File: src/rtl/ctrl_pkg.sv
// ---------------------------------------------------------------------------
// ctrl_pkg
// Shared types and helpers for the instruction sequencer:
//   opcode_e - top two instruction bits (register ops / load-immediate)
//   func_e   - low four instruction bits, doubles as the ALU operation code
//   state_e  - sequencer timestep; its encoding is the `step` output value
//   is_binary / is_unary - classify a func code as a 3- or 2-step ALU op
// ---------------------------------------------------------------------------
package ctrl_pkg;

  localparam int OPC_W  = 2;
  localparam int FUNC_W = 4;

  typedef enum logic [OPC_W-1:0] {
    OP_REG  = 2'b00,
    OP_LDI  = 2'b01,
    OP_RSV2 = 2'b10,
    OP_RSV3 = 2'b11
  } opcode_e;

  typedef enum logic [FUNC_W-1:0] {
    LOAD = 4'b0000,
    COPY = 4'b0001,
    ADD  = 4'b0010,
    SUB  = 4'b0011,
    NOT  = 4'b0100,
    NEG  = 4'b0101,
    AND  = 4'b0110,
    OR   = 4'b0111,
    XOR  = 4'b1000,
    LSL  = 4'b1001,
    LSR  = 4'b1010,
    ASR  = 4'b1011
  } func_e;

  // Encoding equals the timestep number reported on `step`.
  typedef enum logic [1:0] {
    S_FETCH = 2'd0,
    S_T1    = 2'd1,
    S_T2    = 2'd2,
    S_T3    = 2'd3
  } state_e;

  // RX <- RX op RY: ADD, SUB and AND..ASR.
  function automatic logic is_binary(input logic [FUNC_W-1:0] f);
    return (f == ADD) || (f == SUB) || ((f >= AND) && (f <= ASR));
  endfunction

  // RX <- f(RY): NOT, NEG.
  function automatic logic is_unary(input logic [FUNC_W-1:0] f);
    return (f == NOT) || (f == NEG);
  endfunction

endpackage

File: src/rtl/ir_decode.sv
// ---------------------------------------------------------------------------
// ir_decode
// Purely combinational split of the instruction register into its fields and
// instruction-class flags.
// Ports:
//   ir       in  DATA_W  instruction register contents
//   opcode   out 2       IR[DATA_W-1:DATA_W-2]
//   rx, ry   out REG_W   X and Y register fields
//   func     out 4       IR[3:0]
//   imm      out DATA_W  IR[DATA_W-3-REG_W:0] sign-extended
//   is_bin, is_un, is_copy, is_load, is_ldi, is_ill  out 1  class flags
// ---------------------------------------------------------------------------
module ir_decode
  import ctrl_pkg::*;
#(
  parameter int DATA_W = 10,
  parameter int REG_W  = 2
) (
  input  logic [DATA_W-1:0] ir,
  output logic [OPC_W-1:0]  opcode,
  output logic [REG_W-1:0]  rx,
  output logic [REG_W-1:0]  ry,
  output logic [FUNC_W-1:0] func,
  output logic [DATA_W-1:0] imm,
  output logic              is_bin,
  output logic              is_un,
  output logic              is_copy,
  output logic              is_load,
  output logic              is_ldi,
  output logic              is_ill
);

  // The immediate occupies everything below the X field (Y and func included).
  localparam int IMM_W = DATA_W - OPC_W - REG_W;

  logic is_reg;

  assign opcode = ir[DATA_W-1 -: OPC_W];
  assign rx     = ir[DATA_W-OPC_W-1 -: REG_W];
  assign ry     = ir[DATA_W-OPC_W-REG_W-1 -: REG_W];
  assign func   = ir[FUNC_W-1:0];
  assign imm    = {{(DATA_W-IMM_W){ir[IMM_W-1]}}, ir[IMM_W-1:0]};

  assign is_reg  = (opcode == OP_REG);
  assign is_ldi  = (opcode == OP_LDI);
  assign is_load = is_reg && (func == LOAD);
  assign is_copy = is_reg && (func == COPY);
  assign is_un   = is_reg && is_unary(func);
  assign is_bin  = is_reg && is_binary(func);
  // Opcodes 10/11 and register ops with func 1100-1111 fall through here.
  assign is_ill  = !(is_ldi || is_load || is_copy || is_un || is_bin);

endmodule

File: src/rtl/ctrl_sequencer.sv
// ---------------------------------------------------------------------------
// ctrl_sequencer
// Clocked instruction controller: fetches a word from the external bus with a
// valid/ready handshake into IR, then sequences it over 1-3 further timesteps,
// driving register-file and ALU enables combinationally from state and IR.
// Requires DATA_W >= 6 + 2*REG_W and NREG a power of two >= 2.
// Ports:
//   clk, rst_n            clock, asynchronous active-low reset
//   run                   permits new fetches (only looked at in FETCH)
//   instr_in/instr_valid  external bus word and its valid
//   instr_ready           bus word accepted this cycle (with instr_valid)
//   IMM, ImmOut           sign-extended immediate and its bus drive
//   Rin/ENW, Rout/ENR     register write / read address and enable
//   Ain, Gin, Gout        ALU operand latch, result latch, result drive
//   ALUcont               ALU operation (func field)
//   Ext                   drive external data onto the bus
//   IRin                  instruction latched this cycle
//   done, illegal         final-cycle pulse, undefined-encoding pulse
//   busy, step            not in FETCH, current timestep 0-3
// ---------------------------------------------------------------------------
module ctrl_sequencer
  import ctrl_pkg::*;
#(
  parameter  int DATA_W = 10,
  parameter  int NREG   = 4,
  localparam int REG_W  = $clog2(NREG)
) (
  input  logic              clk,
  input  logic              rst_n,
  input  logic              run,
  input  logic [DATA_W-1:0] instr_in,
  input  logic              instr_valid,
  output logic              instr_ready,
  output logic [DATA_W-1:0] IMM,
  output logic              ImmOut,
  output logic [REG_W-1:0]  Rin,
  output logic [REG_W-1:0]  Rout,
  output logic              ENW,
  output logic              ENR,
  output logic              Ain,
  output logic              Gin,
  output logic              Gout,
  output logic [3:0]        ALUcont,
  output logic              Ext,
  output logic              IRin,
  output logic              done,
  output logic              illegal,
  output logic              busy,
  output logic [1:0]        step
);

  state_e            state;
  logic [DATA_W-1:0] ir;

  logic [OPC_W-1:0]  opcode;
  logic [REG_W-1:0]  rx;
  logic [REG_W-1:0]  ry;
  logic [FUNC_W-1:0] func;
  logic [DATA_W-1:0] imm;
  logic              is_bin;
  logic              is_un;
  logic              is_copy;
  logic              is_load;
  logic              is_ldi;
  logic              is_ill;

  ir_decode #(
    .DATA_W (DATA_W),
    .REG_W  (REG_W)
  ) u_ir_decode (
    .ir      (ir),
    .opcode  (opcode),
    .rx      (rx),
    .ry      (ry),
    .func    (func),
    .imm     (imm),
    .is_bin  (is_bin),
    .is_un   (is_un),
    .is_copy (is_copy),
    .is_load (is_load),
    .is_ldi  (is_ldi),
    .is_ill  (is_ill)
  );

  always_ff @(posedge clk or negedge rst_n) begin
    if (!rst_n) begin
      state <= S_FETCH;
      ir    <= '0;
    end else begin
      case (state)
        S_FETCH: begin
          if (run && instr_valid) begin
            ir    <= instr_in;
            state <= S_T1;
          end
        end
        S_T1: begin
          if (is_ldi || is_copy || is_ill) begin
            state <= S_FETCH;
          end else if (is_load) begin
            // Load stalls in T1 until its data word is handshaken.
            if (instr_valid) begin
              state <= S_FETCH;
            end
          end else begin
            state <= S_T2;
          end
        end
        S_T2:    state <= is_bin ? S_T3 : S_FETCH;
        default: state <= S_FETCH;
      endcase
    end
  end

  always_comb begin
    instr_ready = 1'b0;
    Ext         = 1'b0;
    IRin        = 1'b0;
    IMM         = '0;
    ImmOut      = 1'b0;
    Rin         = '0;
    Rout        = '0;
    ENW         = 1'b0;
    ENR         = 1'b0;
    Ain         = 1'b0;
    Gin         = 1'b0;
    Gout        = 1'b0;
    ALUcont     = '0;
    done        = 1'b0;
    illegal     = 1'b0;
    case (state)
      S_FETCH: begin
        instr_ready = run;
        Ext         = run;
        // No latch can happen while reset is held, so don't advertise one.
        IRin        = run && instr_valid && rst_n;
      end
      S_T1: begin
        if (is_ill) begin
          illegal = 1'b1;
          done    = 1'b1;
        end else if (opcode == OP_LDI) begin
          IMM    = imm;
          ImmOut = 1'b1;
          ENW    = 1'b1;
          Rin    = rx;
          done   = 1'b1;
        end else if (is_load) begin
          instr_ready = 1'b1;
          Ext         = 1'b1;
          if (instr_valid) begin
            ENW  = 1'b1;
            Rin  = rx;
            done = 1'b1;
          end
        end else if (is_copy) begin
          ENR  = 1'b1;
          Rout = ry;
          ENW  = 1'b1;
          Rin  = rx;
          done = 1'b1;
        end else if (is_un) begin
          ENR     = 1'b1;
          Rout    = ry;
          Gin     = 1'b1;
          ALUcont = func;
        end else begin
          // Binary op: first operand RX goes to the A latch.
          ENR  = 1'b1;
          Rout = rx;
          Ain  = 1'b1;
        end
      end
      S_T2: begin
        if (is_un) begin
          Gout = 1'b1;
          ENW  = 1'b1;
          Rin  = rx;
          done = 1'b1;
        end else begin
          ENR     = 1'b1;
          Rout    = ry;
          Gin     = 1'b1;
          ALUcont = func;
        end
      end
      S_T3: begin
        Gout = 1'b1;
        ENW  = 1'b1;
        Rin  = rx;
        done = 1'b1;
      end
      default: ;
    endcase
  end

  assign busy = (state != S_FETCH);
  assign step = state;

endmodule

File: config.mk
export PLATFORM = sky130hd
export DESIGN_NAME = ctrl_sequencer
export DESIGN_NICKNAME = d
export VERILOG_FILES = /design/src/rtl/ctrl_pkg.sv /design/src/rtl/ir_decode.sv /design/src/rtl/ctrl_sequencer.sv
export SDC_FILE = /design/constraint.sdc
export NUM_CORES = 1
export LEC_CHECK = 0
export BUFFER_PORTS_ARGS = -buffer_cell sky130_fd_sc_hd__buf_2
export CORE_MARGIN = 10
export CORE_UTILIZATION = 43
export DETAILED_ROUTE_END_ITERATION = 16
export PLACE_DENSITY = 0.74
export SYNTH_ARGS = -nofsm -noshare
export SYNTH_HDL_FRONTEND = slang
export SYNTH_SLANG_ARGS = --single-unit
File: constraint.sdc
create_clock -name clk -period 2.85 [get_ports clk]
set_input_delay 0.4275 -clock clk [delete_from_list [all_inputs] [get_ports clk]]
set_output_delay 0.4275 -clock clk [all_outputs]
set_load 0.1 [all_outputs]
=== Word level (Yosys, flattened, before mapping) ===
Index checks and enable logic that the tools add are counted.

* Register bits: 12
* Latch bits: 0
* RAM bits: 0
* Memory bits (read-only): 0
* Input port bits: 14
* Logic and storage cells: 103
* Memories: 0

* $add $sub $neg: 0
* Multiply operators: 0
* Div/mod/pow operators: 0
* Order comparisons: 2
* Eq/ne operators: 11
* Shift operators: 0
* Multiplexer cells: 65
* Bitwise gates (word level): 0
* Reductions and logical operators: 23

{| class="wikitable"
|+ Operators with widths
! cell !! count
|-
| 2-bit 2-to-1 mux || 17
|-
| 10-bit 2-to-1 mux || 3
|-
| 1-bit 2-to-1 mux || 29
|-
| 4-bit 2-to-1 mux || 6
|-
| 2-bit case mux with 3 select lines || 2
|-
| 1-bit logical OR || 9
|-
| 4-bit by 2-bit == test with 1-bit output, second input constant || 2
|-
| 4-bit by 3-bit == test with 1-bit output, second input constant || 2
|-
| 1-bit case mux with 2 select lines || 4
|-
| 4-bit case mux with 2 select lines || 1
|-
| 1-bit logical AND || 7
|-
| 1-bit case mux with 3 select lines || 2
|-
| 2-bit by 1-bit == test with 1-bit output, second input constant || 2
|-
| 2-bit == test, second input constant || 2
|-
| 4-bit by 1-bit == test with 1-bit output, second input constant || 1
|-
| 4-bit by 3-bit >= comparator with 1-bit output, second input constant || 1
|-
| 4-bit <= comparator, second input constant || 1
|-
| 2-bit logical NOT || 2
|-
| 4-bit logical NOT || 1
|-
| 4-bit inequality test, second input constant || 1
|-
| 2-bit case mux with 2 select lines || 1
|-
| 2-bit AND reduction || 2
|-
| 2-bit inequality test, second input constant || 1
|-
| 2-bit nonzero test || 1
|-
| 1-bit logical NOT || 1
|}

=== Logic depth before layout (Yosys ltp) ===
Gate-level depths: netlist (run 1).

* Word-level depth: 10
* Depth in mapped cells: 6
* Depth with buffers taken out: 5

=== Cells and area by module ===
From an unflattened synthesis (run 1), not the netlist that was laid out.

* Cell total of the unflattened synthesis: 129
* Area total of the unflattened synthesis: 1148.6 µm²

{| class="wikitable"
|+ Modules (own cells, without submodules)
! module !! times used !! cells an instance !! area an instance (µm²) !! sequential area each (µm²)
|-
| ctrl_sequencer || 1 || 99 || 932.1 || 300.3
|-
| ir_decode || 1 || 30 || 216.5 || 0.0
|}

=== Worst setup path after synthesis (run 1) ===
No wires, ideal clock.

* Path type: register to output
* Start: register state[0] (netlist: step[0])
* End: output port IMM[6]
* Data arrival time: 3.813 ns
* Data required time: 2.423 ns
* Path slack: -1.390 ns
* Stages on the path, launching flop included: 6
* Path buffers: 2
* Path through: dfrtp_1 -> ha_1 -> and3_1 -> clkbuf_1 -> and2_1 -> buf_4

* Cells in the longest elaborated chain, start to end: 2

{| class="wikitable"
|+ Ends and longest elaborated chain
! what !! RTL line !! source
|-
| start, declared || ctrl_sequencer.sv:52 || <nowiki>state_e state;</nowiki>
|-
| start signal, assigned || ctrl_sequencer.sv:109 || <nowiki>S_T2: state <= is_bin ? S_T3 : S_FETCH;</nowiki>
|-
| 2-bit by 1-bit == test with 1-bit output || ctrl_sequencer.sv:131 || <nowiki>case (state)</nowiki>
|-
| 10-bit 2-to-1 mux || ctrl_sequencer.sv:131 ||
|-
| end, declared || ctrl_sequencer.sv:34 || <nowiki>output logic [DATA_W-1:0] IMM,</nowiki>
|}

Every way passes these cells.

=== Worst setup path in the final report (run 1) ===
* Start: register state[1] (netlist: step[1])
* End: output port ENR

* Cells in the longest elaborated chain, start to end: 2
* Elaborated cells on any way between the ends: 3

{| class="wikitable"
|+ Ends and longest elaborated chain
! what !! RTL line !! source
|-
| 2-bit == test / 2-bit by 1-bit == test with 1-bit output (equally long branches) || ctrl_sequencer.sv:131 ||
|-
| 1-bit case mux with 2 select lines (*) || ctrl_sequencer.sv:131 ||
|-
| end, declared || ctrl_sequencer.sv:39 || <nowiki>output logic ENR,</nowiki>
|}

Every way passes the cells marked *; elsewhere a longest branch is shown, timed or not.

==> results.cfg, run 1 <==
[timing]
worst_slew_margin_rel_pct = 58.65
smallest_setup_slack_after_layout_ns = 0.1200
grt_setup_unrepaired = false
worst-slew-pin-transition_ns = 0.6174
clock-skew-final_ns = 0.003306
period_share_pct = 95.79
clock.fmax_ghz = 0.3663
totalNegativeSetupSlack_ns = 0
min_period_ns = 2.730
setup-violations-final = 0
final_hold_viol_count = 0
finalMaxSlewViolations = 0

[global_route]
grtUsageTotal_pct = 10.99
grtUsageMet1_pct = 11.93
grt_busiest_layer = met2
largest_net_degree_at_the_start_of_global_routing = 16
gr-usage-met3_pct = 2.853
grt_first_pass_wirelength_mm = 4.609
antenna_violations_before_repair = 0
grt_pass1_vias = 1004
globalRouteOverflowTotal = 0
grt.met2_usage_pct = 19.56

[layout]
antenna_cells_inserted = 0
layout.core_utilization_pct = 57.71
post_layout_nonfiller_instances = 177
synthToLayoutAreaGrowth_pct = 25.30
num-nets-final = 169
layout_commonest_cell = buf_2
layout_common_cells = 45 x buf_2, 10 x mux2_2, 10 x dfrtp_1, 7 x inv_1, 6 x and2_1
final_layout_size_suffix_gt1_share_pct = 51.01

[synth]
mappedNetlistNets = 131
yosysUniqueCellTypes = 39
async_reset_ff_share_pct = 100.0
post_synth.cell_area_avg_sq_um = 9.272
postSynthCellCount = 112
synth_enable_flop_cells = 0
yosysSeqAreaShare_pct = 28.92
synth.yosys.warnings = 0
postSynthRegisterBits = 12
synth_ff_type = dfrtp_1
synth_area_sq_mm = 0.001038

[clocking]
tritoncts_clock_tree = yes
count_of_hold_buffers_inserted_by_post_cts_repair = 0
clk-insertion-delay-late_ns = 0.26
tritoncts_num_sinks = 12
max-clock-path-buffers = 2
cts_inserted_buffers = 3
clock-root-buffer = clkbuf_4
htreeDepth = 1
postCtsSetupBuffers = 0
clkTransAtPathRegs_ns = 0.07
cts_repair_resizes = 0

[place]
dpl.cell_count = 173
gpl_congestion = 0.8452
detailedPlacementHpwl_mm = 2.299
io_buffer_count = 45
pre_cts_slack_ns = 0.4138

[setup_path]
reg2reg_from = step[0]
worstPathMaxFanout = 9
ff2ff_setup_slack_ns = 1.17
critical_path_required_time_ns = 2.42
critPathLaunch = step[1]
rr_endpoint = step[1]
cp-end-kind = output port
worstSetupStartpointType = flop
path_class = flop to output port
worst-r2r-cell-count = 5
worst-endpoint-arrival_ns = 2.30

[routing]
route.vias.total = 983
drc = 0
drt_wl_total_mm = 2.826
drt-wirelength-per-cell_um = 15.97
detail_route.first_pass.iterations = 4
vias_per_cell = 5.554
antenna_violating_nets_post_route = 0
dr.first_iter.drc_count = 41

[floorplanning]
floorplan.core_area_sq_mm = 0.002255
die-height_um = 69.15
io-pin-count = 46
die_w_um = 69.15
initial_utilization_pct = 46.06
die-area_sq_mm = 0.004781
rows = 17

[run]
drv.max_cap_violation_count = 0

[worst_hold_path]
hp-class = input pin to async pin

[status]
status = completed
-- cells in the mapped netlist, types with 2 or more instances --
cell type | count | area share [%]
dfrtp_1 | 12 | 29
a31oi_1 | 2 | 1.2
mux2i_1 | 2 | 1.9
nand3_1 | 3 | 1.4
a21boi_1 | 2 | 1.4
o211ai_1 | 3 | 2.2
inv_1 | 9 | 3.3
nor4_2 | 2 | 2.4
ha_1 | 5 | 6.0
a21oi_1 | 6 | 2.9
o2111ai_1 | 3 | 2.5
and2_1 | 7 | 4.2
buf_2 | 3 | 1.4
buf_4 | 6 | 4.3
nor2_1 | 4 | 1.4
and3_1 | 3 | 1.8
nand2b_1 | 4 | 2.4
mux2_2 | 10 | 11
clkbuf_1 | 3 | 1.1
nand2_1 | 4 | 1.4
-- area by class of cell --
type | count | area (sq um)
Fill cell | 208 | 953.4
Multi-Input combinational cell | 78 | 660.6
Sequential cell | 12 | 307.8
Timing Repair Buffer | 46 | 232.7
Inverter | 9 | 38.79
Tap cell | 28 | 35.03
Clock buffer | 4 | 26.28
-- through the flow --
step / hold slack (ns) / area, sq um
2_1_floorplan: 0.1319 / 1104
3_3_place_gp: 0.3192 / 1275
3_5_place_dp: 0.3208 / 1275
4_1_cts: 0.02884 / 1301
5_1_grt: 0.03030 / 1301
6_report: 0.03119 / 1301
-- layer usage --
layer,routed length (um),up-vias
met5,0,-
met4,9,0
met3,218,2
met2,1497,40
met1,1100,465
li1,-,476
-- flip-flops by register name (all words and copies together), names as in the netlist --
name and cells:
ir 10, step 2
-- how the worst max path moves through the flow --
stage | to | slack [ns] | cells past startpoint
after floorplan | ALUcont[0] | -0.38 | 5
after global placement | ENR | 0.48 | 6
after detailed placement | ENR | 0.41 | 6
after CTS | ENR | 0.11 | 6
after global routing | ENR | 0.01 | 6
final | ENR | 0.12 | 6
-- critical path, cell delays in order, from the launching register on --
cell	delay, ns
dfrtp_4	0.51
inv_4	0.08
ha_4	0.17
nor3b_4	0.28
or3b_1	0.43
a21boi_2	0.14
buf_2	0.43
-- kinds of logic after synthesis --
logic type / count (synthesis) / synth area share (%)
AOI/OAI and AO/OA: 25 / 17.47
adders and majority gates: 5 / 6.024
buffers and inverters: 22 / 11.20
DFF: 12 / 28.92
muxes: 13 / 13.86
and+or+nand+nor: 35 / 22.53
Power of run 1 is not shown: default switching activity piles up to over one toggle a cycle in this logic, so the estimate is an artifact.
==> run 2, diff against run 1 <==
--- a/config.mk
+++ b/config.mk
@@ -9,5 +9,6 @@
 export CORE_MARGIN = 10
-export CORE_UTILIZATION = 43
+export CORE_UTILIZATION = 50
 export DETAILED_ROUTE_END_ITERATION = 16
-export PLACE_DENSITY = 0.74
+export PLACE_DENSITY = 0.84
+export SKIP_LAST_GASP = 1
 export SYNTH_ARGS = -nofsm -noshare
==> constraint.sdc (replaced) <==
create_clock -name clk -period 2.85 [get_ports clk]
set_input_delay 0.7125 -clock clk [delete_from_list [all_inputs] [get_ports clk]]
set_output_delay 0.7125 -clock clk [all_outputs]
set_load 0.1 [all_outputs]
==> run 2 against run 1 <==
Net effect: routed wire length rose by 23%; clock-buffer cell count did not move; global-route usage rose by 4.2 points; register-to-register slack got worse by 0.11 ns; flip-flop and latch count did not move; worst hold slack improved by 0.27 ns; non-clock buffer count rose by 10; cell area rose by 24%; die area fell by 10%; highest routed layer unchanged; first-iteration DRC count rose by 15%; clock skew fell by 0.00088 ns; worst setup slack got worse by 0.098 ns.
==> results.cfg, run 2 (synthesis gave the netlist of run 1 again) <==
[run]
drv.max_cap_violation_count = 0

[routing]
vias_per_cell = 5.656
drt_wl_total_mm = 3.472
drt-wirelength-per-cell_um = 18.67
route.vias.total = 1052
drc = 0
route.met3.wl_um = 243
antenna_violating_nets_post_route = 0
dr.first_iter.drc_count = 47
drt-met1-wl_mm = 1.297
detail_route.first_pass.iterations = 4
met2RoutedLength_mm = 1.873
topRoutingLayerUsed = met4

[timing]
clock-skew-final_ns = 0.002425
clock.fmax_ghz = 0.3536
final_hold_viol_count = 0
worst-slew-pin-transition_ns = 0.5207
finalMaxSlewViolations = 0
grt_setup_unrepaired = true
totalNegativeSetupSlack_ns = 0
setup-violations-final = 0
min_period_ns = 2.828
worst_slew_margin_rel_pct = 65.29
period_share_pct = 99.24
hold-worst-slack_ns = 0.3056

[setup_path]
cp-end-kind = output port
reg2reg_from = ir[3]
worstSetupStartpointType = flop
worst-r2r-cell-count = 4
path_class = flop to output port
worst-endpoint-arrival_ns = 2.12
critical_path_required_time_ns = 2.14
rr_endpoint = step[1]
ff2ff_setup_slack_ns = 1.06
worstPathMaxFanout = 6

[floorplanning]
floorplan.core_area_sq_mm = 0.001962
die-height_um = 65.58
initial_utilization_pct = 52.93
io-pin-count = 46
rows = 16
die-area_sq_mm = 0.004300
die_w_um = 65.58

[clocking]
tritoncts_num_sinks = 12
clk-insertion-delay-late_ns = 0.27
tritoncts_clock_tree = yes
htreeDepth = 1
clkTransAtPathRegs_ns = 0.07
clock-root-buffer = clkbuf_4
cts_inserted_buffers = 3
max-clock-path-buffers = 2

[layout]
layout.core_utilization_pct = 82.08
synthToLayoutAreaGrowth_pct = 55.06
num-fill-cells = 130
final_layout_size_suffix_gt1_share_pct = 61.64
top_register = ir
num-nets-final = 179
largest_reg_flops = 10
layout_common_cells = 34 x buf_2, 11 x buf_4, 10 x mux2_2, 10 x dfrtp_1, 9 x buf_12
layout.cell_area.non_filler_sq_mm = 0.001610
layout_commonest_cell = buf_2
antenna_cells_inserted = 0

[global_route]
antenna_violations_before_repair = 0
grt_pass1_vias = 1133
grt_first_pass_wirelength_mm = 5.382
largest_net_degree_at_the_start_of_global_routing = 16
grtUsageTotal_pct = 15.16
globalRouteOverflowTotal = 0

[place]
dpl-instance-area_sq_mm = 0.001524
io_buffer_count = 45
detailedPlacementHpwl_mm = 2.684
gpl_congestion = 0.8554

[worst_hold_path]
hp-class = input pin to async pin

[status]
status = completed
run 2: cell count changes in the layout (fill, tap and decap cells not counted), moves of 2 or more:
cell	change
a21oi_1	-2
a21oi_2	-3
a21oi_4	+5
and2_1	-5
and2_2	+5
buf_12	+9
buf_2	-11
buf_4	+10
clkbuf_4	+2
run 2: through the flow:
| step | setup WS, ns | std cells |
|---|---|---|
| after floorplan | -0.5511 | 112 |
| after global placement | 0.3286 | 176 |
| after detailed placement | 0.2359 | 176 |
| after CTS | 0.01405 | 181 |
| after global routing | -0.08860 | 186 |
| final | 0.02171 | 186 |
run 2: how the worst max path moves through the flow:
| stage | startpoint | end | slack (ns) | cells past startpoint |
|---|---|---|---|---|
| finish | step[1] | Gin | 0.02 | 8 |
| global route | step[1] | Gin | -0.09 | 8 |
| CTS | step[1] | ENR | 0.01 | 6 |
| detailed placement | step[1] | ENR | 0.24 | 6 |
| global placement | step[1] | ENR | 0.33 | 6 |
| floorplan | step[0] | Rout[0] | -0.55 | 5 |
run 2: metal layers:
layer,track usage (%),up-vias
met5,0,-
li1,-,486
met2,28.05,61
met3,2.881,6
met1,16.29,499
met4,6.417,0
run 2: worst max-delay path: stages (launching register included):
cell and delay, ns:
dfrtp_4 0.52, inv_4 0.09, ha_4 0.16, nor3b_4 0.23, buf_4 0.15, nand4b_1 0.11
buf_4 0.20, a21boi_2 0.19, buf_12 0.19
run 2: repair_timing:
item	CTS	global route
endpoints found under the setup margin	2	6
setup buffers	1	5
hold buffers	0	0
resized for setup	1	3
run 2: layout make-up:
cell class / count / area [sq um] / area share [%]
Sequential cell: 12 / 307.8 / 19.11
Clock buffer: 4 / 26.28 / 1.632
Tap cell: 27 / 33.78 / 2.098
Inverter: 9 / 38.79 / 2.409
Timing Repair Buffer: 56 / 447.9 / 27.82
Multi-Input combinational cell: 78 / 755.7 / 46.93
Power of run 2 is left out for the same reason.
==> run 3, diff against run 2 <==
- CELL_PAD_IN_SITES_DETAIL_PLACEMENT: default -> 2
- CELL_PAD_IN_SITES_GLOBAL_PLACEMENT: default -> 2
- CORE_UTILIZATION: 50 -> 28
- PLACE_DENSITY: 0.84 -> default
- PLACE_DENSITY_LB_ADDON: default -> 0.1
==> run 3 against run 2 <==
Net effect: clock-buffer cell count unchanged; critical path depth shrank 2; global-route usage shrank 3.3 points; critical path type unchanged; register-to-register slack got worse by 0.10 ns; routed wire length increased by 13%; cell count is 14% higher; die area grew 52%; worst setup slack better by 0.033 ns.
==> results.cfg, run 3 (synthesis gave the netlist of run 1 again) <==
[floorplanning]
die_w_um = 80.90
floorplan.core_area_sq_mm = 0.003633
io-pin-count = 46
initial_utilization_pct = 28.58
die-area_sq_mm = 0.006545
die-height_um = 80.90
rows = 22

[timing]
period_share_pct = 98.09
setup-violations-final = 0
min_period_ns = 2.796
grt_setup_unrepaired = true
worst-slew-pin-transition_ns = 0.5762
clock-skew-final_ns = 0.004329
worst_slew_margin_rel_pct = 60.59
clock.fmax_ghz = 0.3577
hold-worst-slack_ns = 0.4056
final_hold_viol_count = 0
finalMaxSlewViolations = 0

[clocking]
tritoncts_clock_tree = yes
cts_inserted_buffers = 3
htreeDepth = 1
clkTransAtPathRegs_ns = 0.05
clk-insertion-delay-late_ns = 0.24
clock-root-buffer = clkbuf_8
count_of_hold_buffers_inserted_by_post_cts_repair = 0
tritoncts_num_sinks = 12
max-clock-path-buffers = 2

[layout]
layout_commonest_cell = buf_2
top_register = ir
layout_common_cells = 32 x buf_2, 16 x buf_4, 10 x mux2_2, 10 x dfrtp_1, 10 x buf_12
antenna_cells_inserted = 0
regArea_sq_um = 307.8
largest_reg_flops = 10
synthToLayoutAreaGrowth_pct = 67.83
num-fill-cells = 392
multiInputGateArea_sq_um = 778.2
final_layout_size_suffix_gt1_share_pct = 64.02
num-nets-final = 184

[routing]
drc = 0
dr.first_iter.drc_count = 30
drt_wl_total_mm = 3.915
antenna_violating_nets_post_route = 0
drt-wirelength-per-cell_um = 18.47
vias_per_cell = 5.047
route.vias.total = 1070
detail_route.first_pass.iterations = 4

[place]
gpl_congestion = 0.7935
detailedPlacementHpwl_mm = 3.127
io_buffer_count = 45

[run]
drv.max_cap_violation_count = 0

[setup_path]
worstSetupStartpointType = flop
path_class = flop to output port
cp-end-kind = output port
worst-endpoint-arrival_ns = 2.08
critical_path_required_time_ns = 2.14
worstPathMaxFanout = 6

[global_route]
globalRouteOverflowTotal = 0
largest_net_degree_at_the_start_of_global_routing = 16
grt_first_pass_wirelength_mm = 6.147
grt_pass1_vias = 1178
antenna_violations_before_repair = 0
grtUsageTotal_pct = 11.86

[worst_hold_path]
hp-class = input pin to async pin

[status]
status = completed
-- run 3: cell types whose count changed in the layout (fill, tap and decap cells not counted) --
cell and delta:
nor4_2 -1, a31oi_1 -1, buf_2 -2, clkbuf_4 -2
o21ai_4 +1, nor4_4 +1, a31oi_2 +1, clkbuf_8 +4
o21ai_2 -1, buf_4 +5, clkbuf_1 -1, buf_12 +1
-- run 3: cell type report --
class	count	share of cell area, %
clock buffers	4	3.159
repair buffers	61	28.86
flip-flops and latches	12	17.66
inverters	9	2.225
multi-input cells	78	44.65
well taps	48	3.446
-- run 3: worst paths after layout --
kind,cells past startpoint,from,slack [ns],to
max in group asynchronous,2,rst_n,2.27,step[0]
hold reg to reg,1,ir[4],0.56,ir[4]
setup reg to reg,6,step[0],0.96,step[1]
min in group clk,1,ir[4],0.56,ir[4]
setup / recovery,6,step[1],0.05,ENR
hold / removal,2,rst_n,0.41,ir[8]
-- run 3: routing by layer --
layer | share of wire, % | global-route usage [%]
met1 | 36 | 11.82
met5 | 0 | 0
met3 | 7.4 | 3.753
met2 | 56 | 23.01
met4 | 0.77 | 3.114
-- run 3: worst max-delay path, cell delays in order, from the launching register on --
cell,delay [ns]
dfrtp_4,0.50
inv_4,0.08
ha_4,0.16
nor3b_4,0.27
or3b_4,0.45
a21boi_4,0.19
buf_12,0.19
-- run 3: timing repair --
action | CTS | global route
gates resized for setup | 3 | 5
endpoints found under the setup margin | 9 | 6
pin swaps | 1 | 2
buffers inserted | 3 | 6
-- run 3: per-stage QoR --
stage / setup WS, ns / utilization, % / setup TNS (ns) / cells / instance area, sq um
2_1_floorplan: -0.5511 / - / -2.040 / 112 / 1200
3_3_place_gp: 0.2359 / 43.49 / 0 / 199 / 1580
3_5_place_dp: 0.1206 / 43.49 / 0 / 199 / 1580
4_1_cts: -0.01234 / 46.11 / -0.01234 / 206 / 1675
5_1_grt: -0.05152 / 47.97 / -0.06348 / 212 / 1743
6_report: 0.05434 / 47.97 / 0 / 212 / 1743
Power of run 3 is left out for the same reason.
